## config.mk

```make
export PLATFORM = sky130hd
export DESIGN_NAME = vlsu_cam_search_client_flat
export DESIGN_NICKNAME = d
export VERILOG_FILES = /design/src/rtl/vlsu_cam_search_client_if.sv /design/src/rtl/vlsu_cam_search_client.sv /design/src/flat_wrapper.sv
export SDC_FILE = /design/constraint.sdc
export NUM_CORES = 1
export LEC_CHECK = 0
export BUFFER_PORTS_ARGS = -buffer_cell sky130_fd_sc_hd__buf_2
export CORE_UTILIZATION = 40
export DETAILED_ROUTE_END_ITERATION = 12
export PLACE_DENSITY = 0.79
export RECOVER_POWER = 50
export SETUP_SLACK_MARGIN = 0.5
export SLEW_MARGIN = 10
export SYNTH_ARGS = -nofsm -noshare
export SYNTH_HDL_FRONTEND = slang
export SYNTH_SLANG_ARGS = --single-unit
```

## constraint.sdc

```tcl
create_clock -name clk -period 6.92 [get_ports clk]
set_clock_uncertainty 0.15 [all_clocks]
set_input_delay 0.692 -clock clk [delete_from_list [all_inputs] [get_ports clk]]
set_output_delay 0.692 -clock clk [all_outputs]
set_load 0.005 [all_outputs]
```

## src/rtl/vlsu_cam_search_client_if.sv

```systemverilog
// Request, CAM read-port and response bundle for vlsu_cam_search_client.
// Optional macro VLSU_CAM_SEARCH_STATS_EN adds per-port hit/miss counter outputs.
interface vlsu_cam_search_client_if #(
  parameter int unsigned WIDTH = 50,
  parameter int unsigned DEPTH = 32,
  parameter int unsigned READ  = 3,
  parameter int unsigned TAG_W = 4
);
  localparam int unsigned ADDRESS = $clog2(DEPTH);

  logic [READ-1:0]         req_valid_i;
  logic [READ-1:0]         req_ready_o;
  logic [READ*WIDTH-1:0]   req_data_i;
  logic [READ*TAG_W-1:0]   req_tag_i;
  logic                    flush_i;
  logic [READ-1:0]         cam_read_o;
  logic [READ*WIDTH-1:0]   cam_read_data_o;
  logic [READ-1:0]         cam_match_i;
  logic [READ*ADDRESS-1:0] cam_match_addr_i;
  logic [READ-1:0]         rsp_valid_o;
  logic [READ-1:0]         rsp_ready_i;
  logic [READ-1:0]         rsp_hit_o;
  logic [READ*ADDRESS-1:0] rsp_addr_o;
  logic [READ*TAG_W-1:0]   rsp_tag_o;
`ifdef VLSU_CAM_SEARCH_STATS_EN
  logic [READ*16-1:0]      hit_cnt_o;
  logic [READ*16-1:0]      miss_cnt_o;
`endif

  // master is the search client, slave is its environment (requester, CAM, consumer)
  modport master (
`ifdef VLSU_CAM_SEARCH_STATS_EN
    output hit_cnt_o, miss_cnt_o,
`endif
    input  req_valid_i, req_data_i, req_tag_i, flush_i, cam_match_i, cam_match_addr_i, rsp_ready_i,
    output req_ready_o, cam_read_o, cam_read_data_o, rsp_valid_o, rsp_hit_o, rsp_addr_o, rsp_tag_o
  );

  modport slave (
`ifdef VLSU_CAM_SEARCH_STATS_EN
    input  hit_cnt_o, miss_cnt_o,
`endif
    output req_valid_i, req_data_i, req_tag_i, flush_i, cam_match_i, cam_match_addr_i, rsp_ready_i,
    input  req_ready_o, cam_read_o, cam_read_data_o, rsp_valid_o, rsp_hit_o, rsp_addr_o, rsp_tag_o
  );
endinterface

```

## src/rtl/vlsu_cam_search_client.sv

```systemverilog
// Search-issuing side of the VLSU CAM: credit-gated requests, CAM latency tracking, per-port response FIFOs.
// Optional macro VLSU_CAM_SEARCH_STATS_EN adds saturating per-port hit/miss counters.
module vlsu_cam_search_client #(
  parameter int unsigned WIDTH      = 50,
  parameter int unsigned DEPTH      = 32,
  parameter int unsigned READ       = 3,
  parameter int unsigned TAG_W      = 4,
  parameter int unsigned CAM_LAT    = 1,
  parameter int unsigned FIFO_DEPTH = 4
) (
  input logic                      clk,
  input logic                      rst,
  vlsu_cam_search_client_if.master bus
);
  localparam int unsigned ADDRESS = $clog2(DEPTH);
  localparam int unsigned PTR_W   = (FIFO_DEPTH > 1) ? $clog2(FIFO_DEPTH) : 1;
  localparam int unsigned CNT_W   = $clog2(FIFO_DEPTH + 1);
  localparam int unsigned STAT_W  = 16;

  logic [READ-1:0]    fire;
  logic               ready_q   [READ];
  logic               rsp_vld_q [READ];
  logic               rsp_hit_q [READ];
  logic [ADDRESS-1:0] rsp_addr_q[READ];
  logic [TAG_W-1:0]   rsp_tag_q [READ];
`ifdef VLSU_CAM_SEARCH_STATS_EN
  logic [STAT_W-1:0]  hit_cnt_q [READ];
  logic [STAT_W-1:0]  miss_cnt_q[READ];
`endif

  // A search launches only with a credit in hand, never during flush or reset
  always_comb begin
    fire = '0;
    for (int p = 0; p < READ; p++) begin
      fire[p] = bus.req_valid_i[p] & ready_q[p] & ~bus.flush_i & ~rst;
    end
  end

  assign bus.cam_read_o      = fire;
  assign bus.cam_read_data_o = bus.req_data_i;

  always_comb begin
    bus.req_ready_o = '0;
    bus.rsp_valid_o = '0;
    bus.rsp_hit_o   = '0;
    bus.rsp_addr_o  = '0;
    bus.rsp_tag_o   = '0;
    for (int p = 0; p < READ; p++) begin
      bus.req_ready_o[p]                 = ready_q[p];
      bus.rsp_valid_o[p]                 = rsp_vld_q[p];
      bus.rsp_hit_o[p]                   = rsp_hit_q[p];
      bus.rsp_addr_o[p*ADDRESS +: ADDRESS] = rsp_addr_q[p];
      bus.rsp_tag_o[p*TAG_W +: TAG_W]    = rsp_tag_q[p];
    end
  end

`ifdef VLSU_CAM_SEARCH_STATS_EN
  always_comb begin
    bus.hit_cnt_o  = '0;
    bus.miss_cnt_o = '0;
    for (int p = 0; p < READ; p++) begin
      bus.hit_cnt_o[p*STAT_W +: STAT_W]  = hit_cnt_q[p];
      bus.miss_cnt_o[p*STAT_W +: STAT_W] = miss_cnt_q[p];
    end
  end
`endif

  for (genvar p = 0; p < READ; p++) begin : g_port
    logic               pipe_vld[CAM_LAT];
    logic [TAG_W-1:0]   pipe_tag[CAM_LAT];
    logic               mem_hit [FIFO_DEPTH];
    logic [ADDRESS-1:0] mem_addr[FIFO_DEPTH];
    logic [TAG_W-1:0]   mem_tag [FIFO_DEPTH];
    logic [PTR_W-1:0]   wr_ptr, rd_ptr, rd_next;
    logic [CNT_W-1:0]   count, cnt_mid, cnt_next;
    logic [CNT_W-1:0]   credit, credit_next;
    logic               push, pop, push_hit;
    logic [ADDRESS-1:0] push_addr;
    logic [TAG_W-1:0]   push_tag;

    always_comb begin
      pop         = rsp_vld_q[p] & bus.rsp_ready_i[p];
      push        = pipe_vld[CAM_LAT-1];
      push_hit    = bus.cam_match_i[p];
      push_addr   = push_hit ? bus.cam_match_addr_i[p*ADDRESS +: ADDRESS] : '0;
      push_tag    = pipe_tag[CAM_LAT-1];
      cnt_mid     = count - CNT_W'(pop);
      cnt_next    = cnt_mid + CNT_W'(push);
      rd_next     = rd_ptr + PTR_W'(pop);
      credit_next = credit - CNT_W'(fire[p]) + CNT_W'(pop);
    end

    // FIFO storage needs no reset; occupancy is tracked separately
    always_ff @(posedge clk) begin
      if (push && !bus.flush_i) begin
        mem_hit[wr_ptr]  <= push_hit;
        mem_addr[wr_ptr] <= push_addr;
        mem_tag[wr_ptr]  <= push_tag;
      end
    end

    always_ff @(posedge clk or posedge rst) begin
      if (rst) begin
        for (int s = 0; s < CAM_LAT; s++) begin
          pipe_vld[s] <= 1'b0;
          pipe_tag[s] <= '0;
        end
        wr_ptr        <= '0;
        rd_ptr        <= '0;
        count         <= '0;
        credit        <= CNT_W'(FIFO_DEPTH);
        ready_q[p]    <= 1'b1;
        rsp_vld_q[p]  <= 1'b0;
        rsp_hit_q[p]  <= 1'b0;
        rsp_addr_q[p] <= '0;
        rsp_tag_q[p]  <= '0;
      end else if (bus.flush_i) begin
        for (int s = 0; s < CAM_LAT; s++) begin
          pipe_vld[s] <= 1'b0;
        end
        wr_ptr       <= '0;
        rd_ptr       <= '0;
        count        <= '0;
        credit       <= CNT_W'(FIFO_DEPTH);
        ready_q[p]   <= 1'b1;
        rsp_vld_q[p] <= 1'b0;
      end else begin
        pipe_vld[0] <= fire[p];
        pipe_tag[0] <= bus.req_tag_i[p*TAG_W +: TAG_W];
        for (int s = 1; s < CAM_LAT; s++) begin
          pipe_vld[s] <= pipe_vld[s-1];
          pipe_tag[s] <= pipe_tag[s-1];
        end
        if (push) begin
          wr_ptr <= wr_ptr + PTR_W'(1);
        end
        rd_ptr       <= rd_next;
        count        <= cnt_next;
        credit       <= credit_next;
        ready_q[p]   <= (credit_next != '0);
        rsp_vld_q[p] <= (cnt_next != '0);
        // Output registers preload the next head; they hold their value while empty
        if (cnt_next != '0) begin
          if (cnt_mid == '0) begin
            rsp_hit_q[p]  <= push_hit;
            rsp_addr_q[p] <= push_addr;
            rsp_tag_q[p]  <= push_tag;
          end else begin
            rsp_hit_q[p]  <= mem_hit[rd_next];
            rsp_addr_q[p] <= mem_addr[rd_next];
            rsp_tag_q[p]  <= mem_tag[rd_next];
          end
        end
      end
    end

`ifdef VLSU_CAM_SEARCH_STATS_EN
    always_ff @(posedge clk or posedge rst) begin
      if (rst || bus.flush_i) begin
        hit_cnt_q[p]  <= '0;
        miss_cnt_q[p] <= '0;
      end else if (pop) begin
        if (rsp_hit_q[p] && hit_cnt_q[p] != '1) begin
          hit_cnt_q[p] <= hit_cnt_q[p] + STAT_W'(1);
        end
        if (!rsp_hit_q[p] && miss_cnt_q[p] != '1) begin
          miss_cnt_q[p] <= miss_cnt_q[p] + STAT_W'(1);
        end
      end
    end
`endif

    // Credits are taken at fire time, so a push into a full FIFO without a pop is a design bug
    a_no_overflow: assert property (@(posedge clk) disable iff (rst || bus.flush_i)
                                    !(push && !pop && count == CNT_W'(FIFO_DEPTH)))
      else $error("response FIFO overflow on port %0d", p);
  end
endmodule

```

## src/flat_wrapper.sv

```systemverilog
// flat-port wrapper written by rule: the top's interface ports become plain ports
module vlsu_cam_search_client_flat 
#(
  parameter int unsigned WIDTH      = 50,
  parameter int unsigned DEPTH      = 32,
  parameter int unsigned READ       = 3,
  parameter int unsigned TAG_W      = 4,
  parameter int unsigned CAM_LAT    = 1,
  parameter int unsigned FIFO_DEPTH = 4
)
  (clk, rst, bus_req_valid_i, bus_req_data_i, bus_req_tag_i, bus_flush_i, bus_cam_match_i, bus_cam_match_addr_i, bus_rsp_ready_i, bus_req_ready_o, bus_cam_read_o, bus_cam_read_data_o, bus_rsp_valid_o, bus_rsp_hit_o, bus_rsp_addr_o, bus_rsp_tag_o);
  vlsu_cam_search_client_if #(.WIDTH(WIDTH), .DEPTH(DEPTH), .READ(READ), .TAG_W(TAG_W)) bus_i ();
  input logic clk;
  input logic rst;
  input wire logic [$bits(bus_i.req_valid_i)-1:0] bus_req_valid_i;
  input wire logic [$bits(bus_i.req_data_i)-1:0] bus_req_data_i;
  input wire logic [$bits(bus_i.req_tag_i)-1:0] bus_req_tag_i;
  input wire logic [$bits(bus_i.flush_i)-1:0] bus_flush_i;
  input wire logic [$bits(bus_i.cam_match_i)-1:0] bus_cam_match_i;
  input wire logic [$bits(bus_i.cam_match_addr_i)-1:0] bus_cam_match_addr_i;
  input wire logic [$bits(bus_i.rsp_ready_i)-1:0] bus_rsp_ready_i;
  output wire logic [$bits(bus_i.req_ready_o)-1:0] bus_req_ready_o;
  output wire logic [$bits(bus_i.cam_read_o)-1:0] bus_cam_read_o;
  output wire logic [$bits(bus_i.cam_read_data_o)-1:0] bus_cam_read_data_o;
  output wire logic [$bits(bus_i.rsp_valid_o)-1:0] bus_rsp_valid_o;
  output wire logic [$bits(bus_i.rsp_hit_o)-1:0] bus_rsp_hit_o;
  output wire logic [$bits(bus_i.rsp_addr_o)-1:0] bus_rsp_addr_o;
  output wire logic [$bits(bus_i.rsp_tag_o)-1:0] bus_rsp_tag_o;
  assign bus_i.req_valid_i = bus_req_valid_i;
  assign bus_i.req_data_i = bus_req_data_i;
  assign bus_i.req_tag_i = bus_req_tag_i;
  assign bus_i.flush_i = bus_flush_i;
  assign bus_i.cam_match_i = bus_cam_match_i;
  assign bus_i.cam_match_addr_i = bus_cam_match_addr_i;
  assign bus_i.rsp_ready_i = bus_rsp_ready_i;
  assign bus_req_ready_o = bus_i.req_ready_o;
  assign bus_cam_read_o = bus_i.cam_read_o;
  assign bus_cam_read_data_o = bus_i.cam_read_data_o;
  assign bus_rsp_valid_o = bus_i.rsp_valid_o;
  assign bus_rsp_hit_o = bus_i.rsp_hit_o;
  assign bus_rsp_addr_o = bus_i.rsp_addr_o;
  assign bus_rsp_tag_o = bus_i.rsp_tag_o;
  vlsu_cam_search_client #(.WIDTH(WIDTH), .DEPTH(DEPTH), .READ(READ), .TAG_W(TAG_W), .CAM_LAT(CAM_LAT), .FIFO_DEPTH(FIFO_DEPTH)) u_core (.clk(clk), .rst(rst), .bus(bus_i));
endmodule
```

# After elaboration in Yosys (flattened, before gate mapping)
# Memory sizes are Yosys's and may differ from the RTL's.
# Cells that the tools add are included.
[classes] n_addsub=18 multipliers=0 n_div=0 n_lt_le_gt_ge=0 n_eq_ne=0 shift=0 mux=42 n_bitwise=14 n_reduce_logical=19
[op_table] operator="$mux W5" count=6
[op_table] operator="$add A3 B1 Y3" count=6
[op_table] operator="$mux W1" count=18
[op_table] operator="$mux W2" count=9
[op_table] operator="$mux W3" count=6
[op_table] operator="$reduce_bool A3 Y1" count=6
[op_table] operator="$sub A3 B1 Y3" count=6
[op_table] operator="$and A1 B1 Y1" count=12
[op_table] operator="$mux W4" count=3
[op_table] operator="$logic_not A3 Y1" count=3
[op_table] operator="$add A2 B1 Y2" count=3
[op_table] operator="$add A2 B1 Y2 const B" count=3
[op_table] operator="$reduce_and A2 Y1" count=3
[op_table] operator="$reduce_bool A2 Y1" count=3
[op_table] operator="$logic_and A1 B1 Y1" count=3
[op_table] operator="$not A1 Y1" count=2
[op_table] operator="$logic_not A1 Y1" count=1
[word_totals] register_bits=81 latchBits=0 ram_bits=120 rom_bits=0 out_inout_bits=189 word_cells=135 n_memories=9
[mem_list] memory="u_core.g_port[0].mem_addr" words=4 width=5 rd=1 rd_ports_with_merged_regs=0 wr=1 line="vlsu_cam_search_client.sv:72" rtl="logic [ADDRESS-1:0] mem_addr[FIFO_DEPTH];"
[mem_list] memory="u_core.g_port[1].mem_addr" words=4 width=5 rd=1 rd_ports_with_merged_regs=0 wr=1 line="vlsu_cam_search_client.sv:72"
[mem_list] memory="u_core.g_port[2].mem_addr" words=4 width=5 rd=1 rd_ports_with_merged_regs=0 wr=1 line="vlsu_cam_search_client.sv:72"
[mem_list] memory="u_core.g_port[0].mem_tag" words=4 width=4 rd=1 rd_ports_with_merged_regs=0 wr=1 line="vlsu_cam_search_client.sv:73" rtl="logic [TAG_W-1:0] mem_tag [FIFO_DEPTH];"
[mem_list] memory="u_core.g_port[1].mem_tag" words=4 width=4 rd=1 rd_ports_with_merged_regs=0 wr=1 line="vlsu_cam_search_client.sv:73"
[mem_list] memory="u_core.g_port[2].mem_tag" words=4 width=4 rd=1 rd_ports_with_merged_regs=0 wr=1 line="vlsu_cam_search_client.sv:73"
[mem_list] memory="+3 memories"

# Longest topological paths before layout
# Gate-level depths: netlist of run 1.
[logic_depth] ltp_word=7 ltp_mapped=10 depth_no_buf=9

# Worst setup path before layout of run 1
# No wires, ideal clock.
[synth_path] path_type="in2reg" start="input port bus_flush_i" end="register u_core.ready_q, in the netlist u_core.bus.req_ready_o[2]" arrival_time_ns=2.495 t_required_ns=6.678 setup_slack_ns=4.183 path_stages=9 path_cell_list="nor2_1 and3_1 xor2_1 ha_1 inv_1 fa_1 xnor2_1 nand2b_1 or3b_2"
[synth_between] elab_chain_cells=7
[synth_lines] item="start: declaration" line="flat_wrapper.sv:18" rtl="input wire logic [$bits(bus_i.flush_i)-1:0] bus_flush_i;"
[synth_lines] item="$not A1 Y1" line="vlsu_cam_search_client.sv:35" rtl="fire[p] = bus.req_valid_i[p] & ready_q[p] & ~bus.flush_i & ~rst;"
[synth_lines] item="$and A1 B1 Y1 (2 in series)" line="vlsu_cam_search_client.sv:35"
[synth_lines] item="via bus_cam_read_o[2]" line="flat_wrapper.sv:23" rtl="output wire logic [$bits(bus_i.cam_read_o)-1:0] bus_cam_read_o;"
[synth_lines] item="$sub A3 B1 Y3" line="vlsu_cam_search_client.sv:90" rtl="credit_next = credit - CNT_W'(fire[p]) + CNT_W'(pop);"
[synth_lines] item="$add A3 B1 Y3" line="vlsu_cam_search_client.sv:90"
[synth_lines] item="$reduce_bool A3 Y1" line="vlsu_cam_search_client.sv:140" rtl="ready_q[p] <= (credit_next != '0);"
[synth_lines] item="$mux W1" line="vlsu_cam_search_client.sv:117" rtl="end else if (bus.flush_i) begin"
[synth_lines] item="end signal: indexed assignment" line="vlsu_cam_search_client.sv:140"
[synth_lines] item="end: declaration" line="vlsu_cam_search_client.sv:21" rtl="logic ready_q [READ];"
# The timed path passes the listed nets, and every way through them passes these cells.
# A chain may end at the register's enable or synchronous reset.

# Worst setup path after layout of run 1
[layout_path] start="input port bus_flush_i" end="register u_core.ready_q, in the netlist u_core.bus.req_ready_o[2]"
[layout_between] elab_chain_cells=7
[layout_lines] item="$not A1 Y1" line="vlsu_cam_search_client.sv:35"
[layout_lines] item="$and A1 B1 Y1 (2 in series)" line="vlsu_cam_search_client.sv:35"
[layout_lines] item="$sub A3 B1 Y3" line="vlsu_cam_search_client.sv:90"
[layout_lines] item="$add A3 B1 Y3" line="vlsu_cam_search_client.sv:90"
[layout_lines] item="$reduce_bool A3 Y1" line="vlsu_cam_search_client.sv:140"
[layout_lines] item="$mux W1 *" line="vlsu_cam_search_client.sv:117"
# Mark *: on every way between the ends. The rest lies on a longest branch, timed or not.

==> impl_metrics.env, run 1 <==
export IMPL_drv_slew=50
export IMPL_fmax_mhz=218
export IMPL_rrSetupSlack_ns=3.90
export IMPL_clkSinkCount=201
export IMPL_reg2reg_from="u_core.bus.rsp_valid_o[1]"
export IMPL_clock_latency_ns=0.48
export IMPL_rr_worst_depth=9
export IMPL_cts_buffer_depth=3
export IMPL_syn_area_per_cell_um2=14.0
export IMPL_min_period_ns=4.59
export IMPL_io_buffers=77
export IMPL_antenna_cells=0
export IMPL_p_sw_share_pct=30.2
export IMPL_min_period_over_period_pct=66.3
export IMPL_boundaryPins=378
export IMPL_die_y_um=157
export IMPL_end_kind="flip-flop"
export IMPL_hp_start="bus_req_tag_i[5]"
export IMPL_p_per_area_nw_per_um2=380
export IMPL_p_clk_share_pct=28.8
export IMPL_cts_tree="yes"
export IMPL_wl_um=21100
export IMPL_synth_flop_cell="edfxtp_1"
export IMPL_p_sw_mw=1.12
export IMPL_synth_seq_area_share_pct=59.0
export IMPL_core_rowCount=56
export IMPL_cts_hold_buf=0
export IMPL_synth_top_area_share_pct=37.7
export IMPL_cts_setup_buffers=0
export IMPL_setup_tns_ns=0
export IMPL_ant_nets=0
export IMPL_cp_data_required_time_ns=7.16
export IMPL_p_leak_nw=3.84
export IMPL_synth_seq_cells=201
export IMPL_status="finished, violations left"
export IMPL_vias=4809
export IMPL_rsz0062_at_grt="false"
export IMPL_startpoint_type="primary input"
export IMPL_synth_commonest_cells="buf_4 (157), edfxtp_1 (120), dfrtp_1 (75)"
export IMPL_combinationalPowerShare_pct=29.2
export IMPL_drive_gt1_share_pct=25.6
export IMPL_yosys_warnings=0
export IMPL_setup_ws_ns=2.33
export IMPL_die_w_um=157
export IMPL_hold_path_class="primary input to flip-flop"
export IMPL_initial_core_util_pct=40.7
export IMPL_grt_max_degree=58
export IMPL_overflow=0
export IMPL_first_pass_iters=4
export IMPL_multi_input_area_um2=2580
export IMPL_cp_max_fo=49
export IMPL_synth_most_common_cell="buf_4"
export IMPL_coreArea_um2=23500
export IMPL_slew_headroom_pct=-66.8
export IMPL_synthCells=683
export IMPL_post_cts_resized_instances=0
export IMPL_ys_types=32
export IMPL_path_class="primary input to flip-flop"
export IMPL_failed_checks="capacitance limit, slew limit"
export IMPL_grt_usage_pct=17.4
export IMPL_fillCellCount=2087
export IMPL_dpl_worst_slack_ns=3.43
export IMPL_wl_per_cell_um=22.3
export IMPL_grt_antenna_before_repair=2
export IMPL_min_path_cells=2
export IMPL_grt_pass1_wl_um=30800
export IMPL_vdd_drop_max_uv=277
export IMPL_utilization_pct=41.6
export IMPL_synth_nets=905
export IMPL_finalSetupViolCount=0
export IMPL_cap_violations=1
export IMPL_synth_edff_count=120
export IMPL_tightestPinTransition_ns=2.50
export IMPL_p_seq_share_pct=42.0
export IMPL_yosys_area_top_type="edfxtp_1"
export IMPL_first_global_vias=4822
export IMPL_die_area_um2=24500
export IMPL_nNetsFinal=839
export IMPL_cts_made_buffers=20
export IMPL_gp_congestion=0.733
export IMPL_area_delta_synth_final_pct=2.16
export IMPL_worst_r2r_endpoint="u_core.bus.rsp_tag_o[6]"
export IMPL_synth_area_leaders="edfxtp_1 (38%), dfrtp_1 (20%), buf_4 (12%), mux4_2 (7.1%), ha_1 (3.9%)"
export IMPL_hold_end="u_core.g_port[1].pipe_tag[1]"
export IMPL_async_flop_share_pct=40.3
export IMPL_seq_area_um2=5640
export IMPL_drc_errors=0
export IMPL_root_buffer="clkbuf_16"
export IMPL_dpl_hpwl_um=15400
export IMPL_viasPerCell=5.07
export IMPL_clk_pin_slew_ns=0.06
export IMPL_htreeDepth=1
export IMPL_crit_arrival_ns=4.83
export IMPL_drt_initial_drc_count=381
export IMPL_internal_power_mw=2.59
export IMPL_hold_viol=0
export IMPL_synth_area_um2=9550
==> worst max-delay path, stage by stage <==
cell and delay, ns:
buf_2 0.07, clkbuf_1 1.75, nor2_1 0.44, and3_1 0.40, xor2_1 0.15, ha_1 0.16, inv_1 0.05, fa_1 0.40
xnor2_1 0.16, nand2b_1 0.08, or3b_2 0.46
==> logic make-up (layout without fill, tap and decap cells) <==
group	after synthesis	count (layout)	synth area share, %
AO/OA/AOI/OAI	35	35	2.41
multiplexers	60	60	10.4
adder cells (fa/ha/maj)	33	33	4.56
flip-flops	201	201	59.0
AND/OR/NAND/NOR	141	141	7.36
XOR/XNOR	21	21	2.36
buffers and inverters	192	139	13.9
==> cells in the final DEF, fill, tap and decap left out, types with 4 or more instances in the layout <==
master,Yosys,routed
edfxtp_1,120,120
clkbuf_16,0,21
clkbuf_1,1,11
and2_0,0,15
dfrtp_1,75,75
ha_1,30,30
mux2i_1,18,18
nor2b_1,20,20
and2_1,30,15
a31oi_2,4,4
a31oi_1,9,9
xnor2_1,10,10
mux4_2,30,30
inv_1,24,23
and3_1,9,9
mux2_2,12,12
dfstp_2,6,6
nand2_1,26,26
a21oi_1,15,15
buf_2,7,73
xor2_1,8,8
nor2_1,47,47
==> power by group through the flow <==
stage	Sequential, mW	Combinational (mW)	Clock [mW]
finish	1.56	1.08	1.07
global route	1.58	1.20	1.14
CTS	1.56	1.09	1.09
detailed placement	1.58	1.08	0
global placement	1.58	1.06	0
floorplan	1.57	0.861	0
==> flip-flops by register name, summed over array words and instances, names as in the netlist <==
register / flops
u_core.bus.rsp_addr_o: 15
u_core.bus.req_ready_o: 3
u_core.g_port.pipe_vld: 3
u_core.g_port.rd_ptr: 6
u_core.g_port.mem_tag: 48
u_core.g_port.wr_ptr: 6
u_core.g_port.count: 9
u_core.bus.rsp_valid_o: 3
u_core.bus.rsp_tag_o: 12
u_core.bus.rsp_hit_o: 3
u_core.g_port.pipe_tag: 12
u_core.g_port.mem_addr: 60
u_core.g_port.credit: 9
u_core.g_port.mem_hit: 12
==> how the worst max path moves through the flow <==
stage / start / to / slack [ns] / depth (start not counted)
after detailed placement: bus_flush_i / u_core.bus.req_ready_o[2] / 3.43 / 11
final: bus_flush_i / u_core.bus.req_ready_o[2] / 2.33 / 11
after CTS: u_core.bus.rsp_valid_o[1] / u_core.bus.rsp_tag_o[6] / 3.86 / 9
after global placement: bus_flush_i / u_core.bus.req_ready_o[2] / 3.53 / 11
after floorplan: rst / u_core.bus.rsp_addr_o[0] / 4.01 / 1
after global routing: bus_flush_i / u_core.bus.req_ready_o[0] / 1.90 / 11
==> metal layers <==
metal / routed length [µm] / track usage [%]
met1: 7390 / 19.3
met2: 10200 / 27.2
met3: 3010 / 11.0
met4: 490 / 5.09
met5: 97 / 2.90
==> area by class of cell <==
cell class / instances / share of cell area (%)
Tap cell: 319 / 4.09
Sequential cell: 201 / 57.8
Clock inverter: 7 / 0.846
Multi-Input combinational cell: 290 / 26.5
Timing Repair Buffer: 80 / 4.09
Inverter: 24 / 0.936
Clock buffer: 28 / 5.76
==> through the flow <==
stage / cell area (µm²) / instances / hold slack, ns / total power, mW
after CTS: 9770 / 949 / 0.0975 / 3.74
after detailed placement: 9120 / 914 / 0.364 / 2.67
after global routing: 9760 / 949 / 0.271 / 3.91
after global placement: 9120 / 914 / 0.356 / 2.64
final: 9760 / 949 / 0.287 / 3.71
after floorplan: 9550 / 683 / 0.336 / 2.43
No activity file was read; power rests on OpenSTA's default activity.
==> inputs of run 2 (changes only) <==
==> constraint.sdc (replaced) <==
create_clock -name clk -period 4.44 [get_ports clk]
set_clock_uncertainty 0.15 [all_clocks]
set_input_delay 0.444 -clock clk [delete_from_list [all_inputs] [get_ports clk]]
set_output_delay 0.444 -clock clk [all_outputs]
set_load 0.005 [all_outputs]
==> run 2 against run 1 <==
Highest routed layer unchanged. Sequential share of layout area is 0.22 points lower. The flow still finishes with violations (capacitance limit, slew limit). Clock power is 62% higher. Largest power group unchanged. Register-to-register slack worse by 2.5 ns. Worst setup slack worse by 1.1 ns. Critical path depth is 6 lower. Combinational power is 55% higher. Count of clock-buffer cells in the layout is 2 lower. Design area is 0.38% higher. Via count is 0.83% lower. Total power is 57% higher. Non-clock buffer count is 1 higher. Die area stayed put.
==> impl_metrics.env, run 2 (synthesis results as in run 1) <==
export IMPL_status="finished, violations left"
export IMPL_failed_checks="capacitance limit, slew limit"
export IMPL_seq_area_um2=5640
export IMPL_min_period_over_period_pct=73.1
export IMPL_nNetsFinal=840
export IMPL_htreeDepth=1
export IMPL_post_cts_resized_instances=0
export IMPL_vdd_drop_max_uv=383
export IMPL_wl_um=21300
export IMPL_cts_buffer_depth=3
export IMPL_die_area_um2=24500
export IMPL_clock_latency_ns=0.50
export IMPL_cts_tree="yes"
export IMPL_multi_input_area_um2=2580
export IMPL_boundaryPins=378
export IMPL_max_stage_delay_ns=1.81
export IMPL_dpl_hpwl_um=15300
export IMPL_first_global_vias=4944
export IMPL_area_delta_synth_final_pct=2.55
export IMPL_overflow=0
export IMPL_clkSinkCount=201
export IMPL_fmax_mhz=308
export IMPL_gp_congestion=0.764
export IMPL_crit_arrival_ns=3.42
export IMPL_instances_no_fill=951
export IMPL_p_leak_nw=3.85
export IMPL_first_pass_iters=6
export IMPL_power_mw=5.84
export IMPL_final_common_cell="edfxtp_1"
export IMPL_cpMaxStageDelayCell="clkbuf_1"
export IMPL_viasPerCell=5.01
export IMPL_root_buffer="clkbuf_16"
export IMPL_grt_max_degree=52
export IMPL_grt_usage_pct=17.4
export IMPL_ant_nets=0
export IMPL_cp_data_required_time_ns=4.62
export IMPL_fillCellCount=2052
export IMPL_end_kind="flip-flop"
export IMPL_hold_path_class="primary input to flip-flop"
export IMPL_setup_tns_ns=0
export IMPL_place_inst=914
export IMPL_startpoint_type="primary input"
export IMPL_die_w_um=157
export IMPL_tightestPinTransition_ns=2.58
export IMPL_core_rowCount=56
export IMPL_cts_made_buffers=20
export IMPL_p_per_area_nw_per_um2=596
export IMPL_path_class="primary input to flip-flop"
export IMPL_regMostFlops="u_core.g_port.mem_addr"
export IMPL_largest_reg_flops=60
export IMPL_grt_antenna_before_repair=0
export IMPL_drv_slew=101
export IMPL_drive_gt1_share_pct=25.5
export IMPL_coreArea_um2=23500
export IMPL_vias=4769
export IMPL_antenna_cells=0
export IMPL_initial_core_util_pct=40.7
export IMPL_cp_max_fo=48
export IMPL_rsz0062_at_grt="false"
export IMPL_layout_common_cells="edfxtp_1 (120), dfrtp_1 (75), buf_2 (73)"
export IMPL_crit_chain="buf_2 > clkbuf_1 > a21oi_2 > nor2_1 > a31oi_2"
export IMPL_io_buffers=77
export IMPL_clk_pin_slew_ns=0.06
export IMPL_slew_headroom_pct=-71.8
export IMPL_min_period_ns=3.24
export IMPL_drt_initial_drc_count=388
export IMPL_finalSetupViolCount=0
export IMPL_drc_errors=0
export IMPL_cap_violations=2
export IMPL_grt_pass1_wl_um=30700
export IMPL_hold_viol=0
export IMPL_die_y_um=157
export IMPL_utilization_pct=41.7
export IMPL_wl_per_cell_um=22.4
run 2: stage by stage:
| stage | setup WS, ns | cell area, µm² | hold slack [ns] |
|---|---|---|---|
| 2_1_floorplan | 1.78 | 9550 | 0.336 |
| 3_3_place_gp | 1.39 | 9120 | 0.363 |
| 3_5_place_dp | 1.34 | 9120 | 0.369 |
| 4_1_cts | 1.44 | 9800 | 0.00868 |
| 5_1_grt | 0.994 | 9790 | 0.0159 |
| 6_report | 1.20 | 9790 | 0.0243 |
run 2: worst paths after layout:
check / slack (ns) / startpoint / end / cells past startpoint
worst max register to register: 1.44 / u_core.bus.rsp_valid_o[1] / u_core.bus.rsp_tag_o[6] / 9
worst min-delay path: 0.02 / bus_req_tag_i[5] / u_core.g_port[1].pipe_tag[1] / 2
worst max-delay path: 1.20 / bus_flush_i / u_core.bus.rsp_tag_o[7] / 5
min in group asynchronous: 1.03 / rst / u_core.g_port[1].count[1] / 3
max in group asynchronous: 1.77 / rst / u_core.bus.req_ready_o[1] / 4
worst min register to register: 0.37 / u_core.bus.req_ready_o[1] / u_core.g_port[1].pipe_vld / 1
run 2: where the power goes:
| group | internal, mW | switching (mW) | leakage, nW | total (mW) |
|---|---|---|---|---|
| Sequential | 2.27 | 0.163 | 2.08 | 2.44 |
| Combinational | 0.765 | 0.906 | 1.45 | 1.67 |
| Clock | 1.03 | 0.703 | 0.324 | 1.73 |
run 2: what timing repair did:
action | in CTS | in global routing
hold endpoints to repair | 10 | 0
hold buffers | 1 | 0
setup buffers | 0 | 0
run 2: area by class of cell:
type                       count  area share [%]
sequential                   201            57.6
multi-input combinational    290            26.4
clock buffer                  26            5.44
timing repair buffer          81            4.18
tap                          319            4.08
clock inverter                10            1.42
inverter                      24           0.933
run 2: worst max-delay path: cells and delay by family:
kind | cells | cell delay [ns]
and+or+nand+nor | 1 | 0.35
buffers and inverters | 2 | 1.90
AOI/OAI and AO/OA | 2 | 0.69
run 2: per-layer routing:
layer  vias up  track usage [%]  part of all wire (%)  wire (µm)
met5         -             2.48                  0.38         80
met4         2             6.30                   3.1        671
met3        64             10.7                    15       3100
met2       247             27.2                    47       9920
met1      2358             19.1                    35       7540
li1       2098                -                     -          -
